**config.mk**
```make
export PLATFORM = sky130hd
export DESIGN_NAME = song_play_ctrl
export DESIGN_NICKNAME = d
export VERILOG_FILES = /design/src/rtl/song_play_ctrl_pkg.sv /design/src/rtl/song_play_ctrl_btn_sync_edge.sv /design/src/rtl/song_play_ctrl.sv
export SDC_FILE = /design/constraint.sdc
export NUM_CORES = 1
export LEC_CHECK = 0
export BUFFER_PORTS_ARGS = -buffer_cell sky130_fd_sc_hd__clkbuf_2
export CORE_MARGIN = 2
export CORE_UTILIZATION = 43
export DETAILED_ROUTE_END_ITERATION = 8
export PLACE_DENSITY_LB_ADDON = 0.05
export RECOVER_POWER = 25
export SLEW_MARGIN = 20
export SYNTH_ARGS = -nofsm -noshare
export SYNTH_HDL_FRONTEND = slang
export SYNTH_SLANG_ARGS = --single-unit
```
**constraint.sdc**
```tcl
create_clock -name CLK -period 1.5 [get_ports CLK]
set_clock_uncertainty 0.05 [all_clocks]
set_input_delay 0.225 -clock CLK [delete_from_list [all_inputs] [get_ports CLK]]
set_output_delay 0.225 -clock CLK [all_outputs]
set_load 0.03 [all_outputs]
```
**src/rtl/song_play_ctrl_pkg.sv**
```systemverilog
// Shared note encoding and the live/ROM source arbitration helper used by the
// song playback controller.
package song_play_ctrl_pkg;

  localparam int NOTE_W = 4;

  localparam logic [NOTE_W-1:0] NOTE_NONE = 4'd0;
  localparam logic [NOTE_W-1:0] NOTE_C4   = 4'd1;
  localparam logic [NOTE_W-1:0] NOTE_D4   = 4'd2;
  localparam logic [NOTE_W-1:0] NOTE_E4   = 4'd3;
  localparam logic [NOTE_W-1:0] NOTE_F4   = 4'd4;
  localparam logic [NOTE_W-1:0] NOTE_G4   = 4'd5;
  localparam logic [NOTE_W-1:0] NOTE_A4   = 4'd6;
  localparam logic [NOTE_W-1:0] NOTE_B4   = 4'd7;
  localparam logic [NOTE_W-1:0] NOTE_C5   = 4'd8;

  // A held live key always wins; the song only sounds while actively playing.
  function automatic logic [NOTE_W-1:0] arb_note(
    input logic              key_valid,
    input logic [NOTE_W-1:0] key_note,
    input logic              song_active,
    input logic [NOTE_W-1:0] rom_note
  );
    if (key_valid)
      return key_note;
    else if (song_active)
      return rom_note;
    else
      return NOTE_NONE;
  endfunction

endpackage

```
**src/rtl/song_play_ctrl_btn_sync_edge.sv**
```systemverilog
// Two-flop synchroniser for an asynchronous debounced button followed by a
// rising-edge detector producing a one-clock pulse.
module btn_sync_edge (
  input  logic CLK,
  input  logic RESET,
  input  logic btn,
  output logic pulse
);

  // [0] metastable stage, [1] synchronised level, [2] previous synchronised level
  logic [2:0] sync_reg;

  always_ff @(posedge CLK or posedge RESET) begin
    if (RESET)
      sync_reg <= 3'b000;
    else
      sync_reg <= {sync_reg[1:0], btn};
  end

  assign pulse = sync_reg[1] & ~sync_reg[2];

endmodule

```
**src/rtl/song_play_ctrl.sv**
```systemverilog
// Autoplay song sequencer: play/pause/stop FSM, beat-driven step counter and a
// registered mux sharing the tone generator between live keys and the song ROM.
module song_play_ctrl
  import song_play_ctrl_pkg::*;
#(
  parameter int STEP_W   = 6,
  parameter int SONG_LEN = 64,
  parameter int SEL_W    = 2
) (
  input  logic                    CLK,
  input  logic                    RESET,
  input  logic                    beat_tick,
  input  logic                    btn_play,
  input  logic                    btn_stop,
  input  logic                    loop_en,
  input  logic [SEL_W-1:0]        song_sel,
  input  logic                    key_valid,
  input  logic [NOTE_W-1:0]       key_note,
  output logic [SEL_W+STEP_W-1:0] rom_addr,
  input  logic [NOTE_W-1:0]       rom_note,
  output logic [NOTE_W-1:0]       note_out,
  output logic                    src_live,
  output logic                    playing,
  output logic                    song_done
);

  typedef enum logic [1:0] {
    IDLE  = 2'd0,
    PLAY  = 2'd1,
    PAUSE = 2'd2
  } state_t;

  localparam logic [STEP_W-1:0] LAST_STEP = STEP_W'(SONG_LEN - 1);

  state_t             state_reg;
  logic [STEP_W-1:0]  step_reg;
  logic [SEL_W-1:0]   song_reg;
  logic               play_p;
  logic               stop_p;

  btn_sync_edge u_play_sync (
    .CLK   (CLK),
    .RESET (RESET),
    .btn   (btn_play),
    .pulse (play_p)
  );

  btn_sync_edge u_stop_sync (
    .CLK   (CLK),
    .RESET (RESET),
    .btn   (btn_stop),
    .pulse (stop_p)
  );

  // Button events take priority over beat ticks; stop beats play.
  always_ff @(posedge CLK or posedge RESET) begin
    if (RESET) begin
      state_reg <= IDLE;
      step_reg  <= '0;
      song_reg  <= '0;
      song_done <= 1'b0;
    end else begin
      song_done <= 1'b0;
      if (stop_p) begin
        state_reg <= IDLE;
        step_reg  <= '0;
      end else if (play_p) begin
        case (state_reg)
          IDLE: begin
            state_reg <= PLAY;
            step_reg  <= '0;
            song_reg  <= song_sel;
          end
          PLAY:    state_reg <= PAUSE;
          default: state_reg <= PLAY;
        endcase
      end else if (state_reg == PLAY && beat_tick) begin
        if (step_reg == LAST_STEP) begin
          song_done <= 1'b1;
          step_reg  <= '0;
          if (!loop_en)
            state_reg <= IDLE;
        end else begin
          step_reg <= step_reg + STEP_W'(1);
        end
      end
    end
  end

  // Live override only changes what is heard; the counter keeps running.
  always_ff @(posedge CLK or posedge RESET) begin
    if (RESET) begin
      note_out <= NOTE_NONE;
      src_live <= 1'b0;
    end else begin
      note_out <= arb_note(key_valid, key_note, state_reg == PLAY, rom_note);
      src_live <= key_valid;
    end
  end

  assign rom_addr = {song_reg, step_reg};
  assign playing  = (state_reg == PLAY);

endmodule

```
==> results.py, run 1 <==
metrics = {
    "global_routing": {
        "overflow_left_after_global_routing": 0,
        "antenna_found_initial": 0,
        "gr-usage-all-layers": 0.169,
        "global_route_wire_length_before_repair_um": 3170,
        "maximum_number_of_pins_on_one_net_before_global_route_repair": 23,
        "via_count_of_the_first_global_routing_pass": 750,
    },
    "detailed_routing": {
        "viasPerCell": 5.17,
        "routed_wl_um": 1900,
        "drc": 0,
        "final_antenna_net_count": 0,
        "drt_iter0_markers": 9,
        "drt-wirelength-per-cell_um": 12.6,
        "dr_total_vias": 780,
        "drtPass1Iterations": 5,
    },
    "timing": {
        "report.final.slew_viol_count": 0,
        "final.hold.worst_slack_ps": 70.4,
        "report.final.hold_viol_count": 0,
        "setup_viol_count_final": 0,
        "max_freq_ghz": 0.670,
        "min_period_over_period": 0.994,
        "worst-slew-pin-transition_ps": 548,
        "grt_setup_unrepaired": "yes",
        "maxSlewHeadroom": 0.635,
        "layout_min_cycle_time_ps": 1490,
        "setup_slack_of_the_critical_path_after_layout_ps": 8.40,
    },
    "floorplanning": {
        "placement_rows": 16,
        "die_w_um": 50.7,
        "die-height_um": 50.7,
        "die_area_um2": 2570,
        "core_area_um2": 2000,
        "io_pins": 32,
        "start_util": 0.468,
    },
    "yosys": {
        "synth_simple_gate_area_frac": 0.198,
        "netlist_area_um2": 937,
        "yosysTopAreaCell": "dfrtp_1",
        "yosys.area_share.adder": 0.0134,
        "yosysTopAreaCellShare": 0.587,
        "syn-mean-instance-area_um2": 11.3,
        "yosysUniqueCellTypes": 27,
        "ys.warnings.count": 0,
        "muxShareOfSynthArea": 0.0481,
        "synth_compound_gate_area_share": 0.0961,
        "post_synth_xor_area_fraction": 0.0280,
        "postSynthRegisterBits": 22,
        "portion_of_the_post_synthesis_area_used_by_sequential_elements": 0.587,
        "syn-num-nets": 101,
        "synthesis.instances": 83,
        "synth_top_family_by_area": "simple AND/OR/NAND/NOR gates",
        "synthTopCellsByArea": "dfrtp_1 (59%), mux2_2 (4.8%), nand2_1 (4.0%)",
    },
    "placed_design": {
        "dp_hpwl_um": 1360,
        "dp_slack_ps": -6.24,
        "postPlaceCellArea_um2": 1150,
        "gpl.final_weighted_congestion": 0.786,
        "placement.io_buffers": 31,
    },
    "finish": {
        "num_antenna_cells": 0,
        "area_delta_synth_final_pct": 32.4,
        "post_route_cells_drive_above_1_share": 0.411,
        "final_nets": 143,
        "final_area_um2": 1240,
        "fillerInstances": 170,
        "utilization": 0.620,
        "largest_reg_flops": 6,
    },
    "clock_tree": {
        "cts_root_buf": "clkbuf_4",
        "cts.reportedPaths.clkPinSlew_ps": 120,
        "clock_sinks": 22,
        "tritoncts": "built",
        "insertion_delay_ps": 300,
        "cts_htree_levels": 1,
        "numCtsBuffers": 3,
        "cts-root-to-sink-buffers": 2,
    },
    "setup_path": {
        "cp_slowest_stage_delay_ps": 420,
        "worstPathMaxFanout": 4,
        "critical_path.cell_chain": "nand2b_2 > a211oi_2 > mux2_2",
        "critical_path.n_buffers_inverters": 0,
        "cp.arrival_ps": 1650,
        "endpoint_kind": "flip-flop",
        "setup.worst_path.class": "reg2reg",
        "timing.critical_path.required_ps": 1660,
        "worst_r2r_startpoint": "u_play_sync.sync_reg[2]$_DFF_PP0_",
        "slowest_stage": "dfrtp_1",
        "timing.critical_path.from": "u_play_sync.sync_reg[2]$_DFF_PP0_",
        "critical_path.startpoint_type": "flip-flop",
        "dominant_delay_contributor_by_cell_family_on_the_critical_path": "flip-flops",
    },
    "power": {
        "static-leakage-power_nw": 0.621,
        "total_power_w": 0.00159,
        "max-vdd-ir-drop_mv": 0.677,
        "power.density_nw_per_um2": 1280,
    },
    "worst_hold_path": {
        "hold_sp": "key_note[2]",
        "hold_path.class": "in2reg",
    },
    "outcome": {
        "outcome": "complete, no violations",
    },
    "run": {
        "maxcap_viol_count": 0,
    },
}
worst reg2reg max path: stages (launching register included):
cell	delay, ps
dfrtp_1	420
nand2b_2	230
a211oi_2	330
mux2_2	370
Yosys cell counts:
master and instances:
nor2_1 7, clkbuf_1 2, nand2b_1 2, mux2_2 4, o31ai_1 2, a31oi_1 1, a211oi_2 1, a22o_2 1
and3b_1 1, xor2_1 3, nand4_1 4, nand3_1 2, and2_1 2, inv_1 1, nand2_1 10, ha_1 1
o21ai_0 6, buf_6 1, nor3_1 2, dfrtp_1 22, o211ai_1 1, and2b_2 1, nor2b_1 2, a311oi_1 1
buf_2 1, and3_1 1, nor4b_2 1
worst paths after layout:
kind                                                      to  slack (ps)  depth (start not counted)
max reg2reg                          step_reg[0]$_DFFE_PP0P_           8                          3
min in group asynchronous  u_stop_sync.sync_reg[2]$_DFF_PP0_         510                          4
max in group asynchronous            song_reg[1]$_DFFE_PP0P_         530                          4
min                                    note_out[2]$_DFF_PP0_          70                          3
min reg2reg                u_play_sync.sync_reg[1]$_DFF_PP0_         310                          0
max                                  step_reg[0]$_DFFE_PP0P_           8                          3
layer usage:
layer / wire length, um / global-route usage / vias up / share of wire
met1: 777 / 0.211 / 369 / 0.41
met2: 943 / 0.268 / 37 / 0.50
met5: 0 / 0 / - / 0
li1: - / - / 370 / -
met3: 151 / 0.0476 / 4 / 0.079
met4: 29 / 0.0811 / 0 / 0.015
cells in the final DEF (no fill, tap or decap), types with 2 or more instances in the layout:
cell type	netlist	layout
nand3_1	2	2
o31ai_1	2	2
buf_4	0	6
nand4_1	4	4
nand2_1	10	10
clkbuf_2	0	30
o21ai_0	6	5
dfrtp_1	22	22
xor2_1	3	3
clkbuf_4	0	4
and2_1	2	2
nor2_1	7	6
nor3_1	2	2
nor2b_1	2	2
dlygate4sd3_1	0	3
mux2_2	4	4
report_power, final:
group          switching, W  internal (W)
Clock              0.000180      0.000270
Sequential        0.0000517      0.000662
Combinational      0.000258      0.000170
kinds of logic after synthesis:
kind of cell	count (synthesis)
flops	22
mux	4
xor+xnor	3
compound gates	13
fa+ha+maj	1
buf+inv	5
simple gates	35
metrics by stage:
stage	cells	TNS, ps
detailed placement	143	-10.9
global route	151	-121
floorplan	83	0
finish	151	0
CTS	151	0
global placement	143	0
timing repair:
item	in CTS	in global routing
resized for setup	1	3
pin swaps	1	0
setup buffers	1	0
endpoints found under the setup margin	3	7
endpoints found under the hold margin	24	0
hold buffers	3	0
final cells by class:
class / instances / area (um2) / share of cell area
sequential: 22 / 551 / 0.444
tap: 27 / 33.8 / 0.0272
clock buffer: 3 / 22.5 / 0.0181
timing repair buffer: 41 / 236 / 0.191
inverter: 1 / 3.75 / 0.00302
clock inverter: 1 / 30.0 / 0.0242
multi-input combinational: 56 / 364 / 0.293
No activity file was read; power rests on OpenSTA's default activity.
==> inputs of run 2 (changes only) <==
==> constraint.sdc (replaced) <==
create_clock -name CLK -period 1.5 [get_ports CLK]
set_clock_uncertainty 0.05 [all_clocks]
set_input_delay 0 -clock CLK [delete_from_list [all_inputs] [get_ports CLK]]
set_output_delay 0 -clock CLK [all_outputs]
set_load 0.03 [all_outputs]
==> results.py, run 2 (same netlist as run 1, synthesis figures left out) <==
metrics = {
    "timing": {
        "setup_viol_count_final": 0,
        "report.final.hold_viol_count": 0,
        "setup_slack_of_the_critical_path_after_layout_ps": 5.92,
        "grt_setup_unrepaired": "yes",
        "max_freq_ghz": 0.669,
        "layout_min_cycle_time_ps": 1490,
        "min_period_over_period": 0.996,
        "worst-slew-pin-transition_ps": 535,
        "maxSlewHeadroom": 0.643,
        "report.final.slew_viol_count": 0,
    },
    "detailed_routing": {
        "drtPass1Iterations": 4,
        "dr_total_vias": 792,
        "drt-wirelength-per-cell_um": 12.6,
        "drc": 0,
        "viasPerCell": 4.89,
        "routed_wl_um": 2040,
        "final_antenna_net_count": 0,
        "drt_iter0_markers": 10,
    },
    "floorplanning": {
        "die_area_um2": 2570,
        "start_util": 0.468,
        "io_pins": 32,
        "placement_rows": 16,
        "die-height_um": 50.7,
        "die_w_um": 50.7,
        "core_area_um2": 2000,
    },
    "clock_tree": {
        "cts_setup_buffers": 0,
        "clock_sinks": 22,
        "numCtsBuffers": 3,
        "cts_root_buf": "clkbuf_4",
        "cts_htree_levels": 1,
        "cts-root-to-sink-buffers": 2,
        "tritoncts": "built",
        "cts.reportedPaths.clkPinSlew_ps": 120,
        "insertion_delay_ps": 310,
    },
    "power": {
        "static-leakage-power_nw": 0.668,
        "power.density_nw_per_um2": 1200,
        "total_power_w": 0.00162,
        "max-vdd-ir-drop_mv": 0.771,
    },
    "finish": {
        "area_used_by_sequential_logic_in_the_layout_um2": 551,
        "largest_reg_flops": 6,
        "layout.cells.most_common_list": "clkbuf_2 (32), dfrtp_1 (22), dlygate4sd3_1 (15)",
        "final_nets": 154,
        "mostFrequentLayoutCell": "clkbuf_2",
        "area_taken_by_multi_input_logic_gates_um2": 360,
        "post_route_cells_drive_above_1_share": 0.370,
        "fillerInstances": 162,
        "area_delta_synth_final_pct": 43.9,
        "num_antenna_cells": 0,
    },
    "setup_path": {
        "critical_path.startpoint_type": "flip-flop",
        "worstPathMaxFanout": 5,
        "endpoint_kind": "flip-flop",
        "timing.critical_path.required_ps": 1660,
        "setup.worst_path.class": "reg2reg",
        "cp.arrival_ps": 1660,
    },
    "placed_design": {
        "placement.io_buffers": 31,
        "gpl.final_weighted_congestion": 0.795,
        "dp_slack_ps": -7.11,
        "dp_hpwl_um": 1320,
    },
    "global_routing": {
        "gr-usage-all-layers": 0.180,
        "via_count_of_the_first_global_routing_pass": 787,
        "maximum_number_of_pins_on_one_net_before_global_route_repair": 23,
        "overflow_left_after_global_routing": 0,
        "global_route_wire_length_before_repair_um": 3430,
        "antenna_found_initial": 0,
    },
    "worst_hold_path": {
        "hold_path.class": "in2reg",
    },
    "run": {
        "maxcap_viol_count": 0,
    },
    "outcome": {
        "outcome": "complete, no violations",
    },
}
==> run 2: cell types whose count changed in the layout (fill, tap and decap cells not counted), sizes merged <==
cell         previous run  this run
buf                     6         5
dlygate4sd3             3        15
==> run 2: metal layers <==
metal  up-vias  wire (um)  track usage
met5         -          0            0
met4         0         25       0.0676
met3         4        103       0.0446
met2        25        956        0.311
met1       371        958        0.216
li1        392          -            -
==> run 2: through the flow <==
stage	instance area, um2	hold slack (ps)	setup TNS [ps]	utilization	cells
global placement	1150	-25.5	0	0.573	143
global route	1350	191	-103	0.674	162
finish	1350	164	0	0.674	162
CTS	1350	133	0	0.674	162
floorplan	937	-60.8	0	-	83
detailed placement	1150	-17.1	-7.85	0.573	143
==> run 2: area by class of cell <==
class | count | area share
clock buffer | 3 | 0.0167
multi-input combinational | 56 | 0.267
sequential | 22 | 0.408
tap | 27 | 0.0250
clock inverter | 1 | 0.0223
timing repair buffer | 52 | 0.258
inverter | 1 | 0.00278
==> run 2: report_power, final <==
part	internal (W)	switching (W)	leakage (nW)
clock	0.000270	0.000185	0.0279
sequential	0.000662	0.0000503	0.277
combinational	0.000183	0.000266	0.364
total	0.00112	0.000501	0.668
==> run 2: timing repair <==
item | CTS | global route
endpoints found under the hold margin | 32 | 0
setup endpoints to repair | 2 | 4
resized for setup | 0 | 2
hold buffers | 15 | 0
cloned | 0 | 0
pin swaps | 1 | 0
==> run 2: final timing paths <==
kind	start	endpoint	slack (ps)	cells after the start
worst max-delay path	state_reg[1]$_DFFE_PP0P_	step_reg[1]$_DFFE_PP0P_	6	3
worst min-delay path	beat_tick	song_done$_DFF_PP0_	160	4
worst max register to register	state_reg[1]$_DFFE_PP0P_	step_reg[1]$_DFFE_PP0P_	6	3
worst min register to register	u_play_sync.sync_reg[0]$_DFF_PP0_	u_play_sync.sync_reg[1]$_DFF_PP0_	310	0
max in group asynchronous	RESET	note_out[0]$_DFF_PP0_	770	4
min in group asynchronous	RESET	step_reg[1]$_DFFE_PP0P_	270	4
==> run 2: worst max-delay path, stage by stage (launching register included) <==
cell and delay [ps]:
dfrtp_1 440, and3b_2 260, a211oi_2 280, mux2_2 370
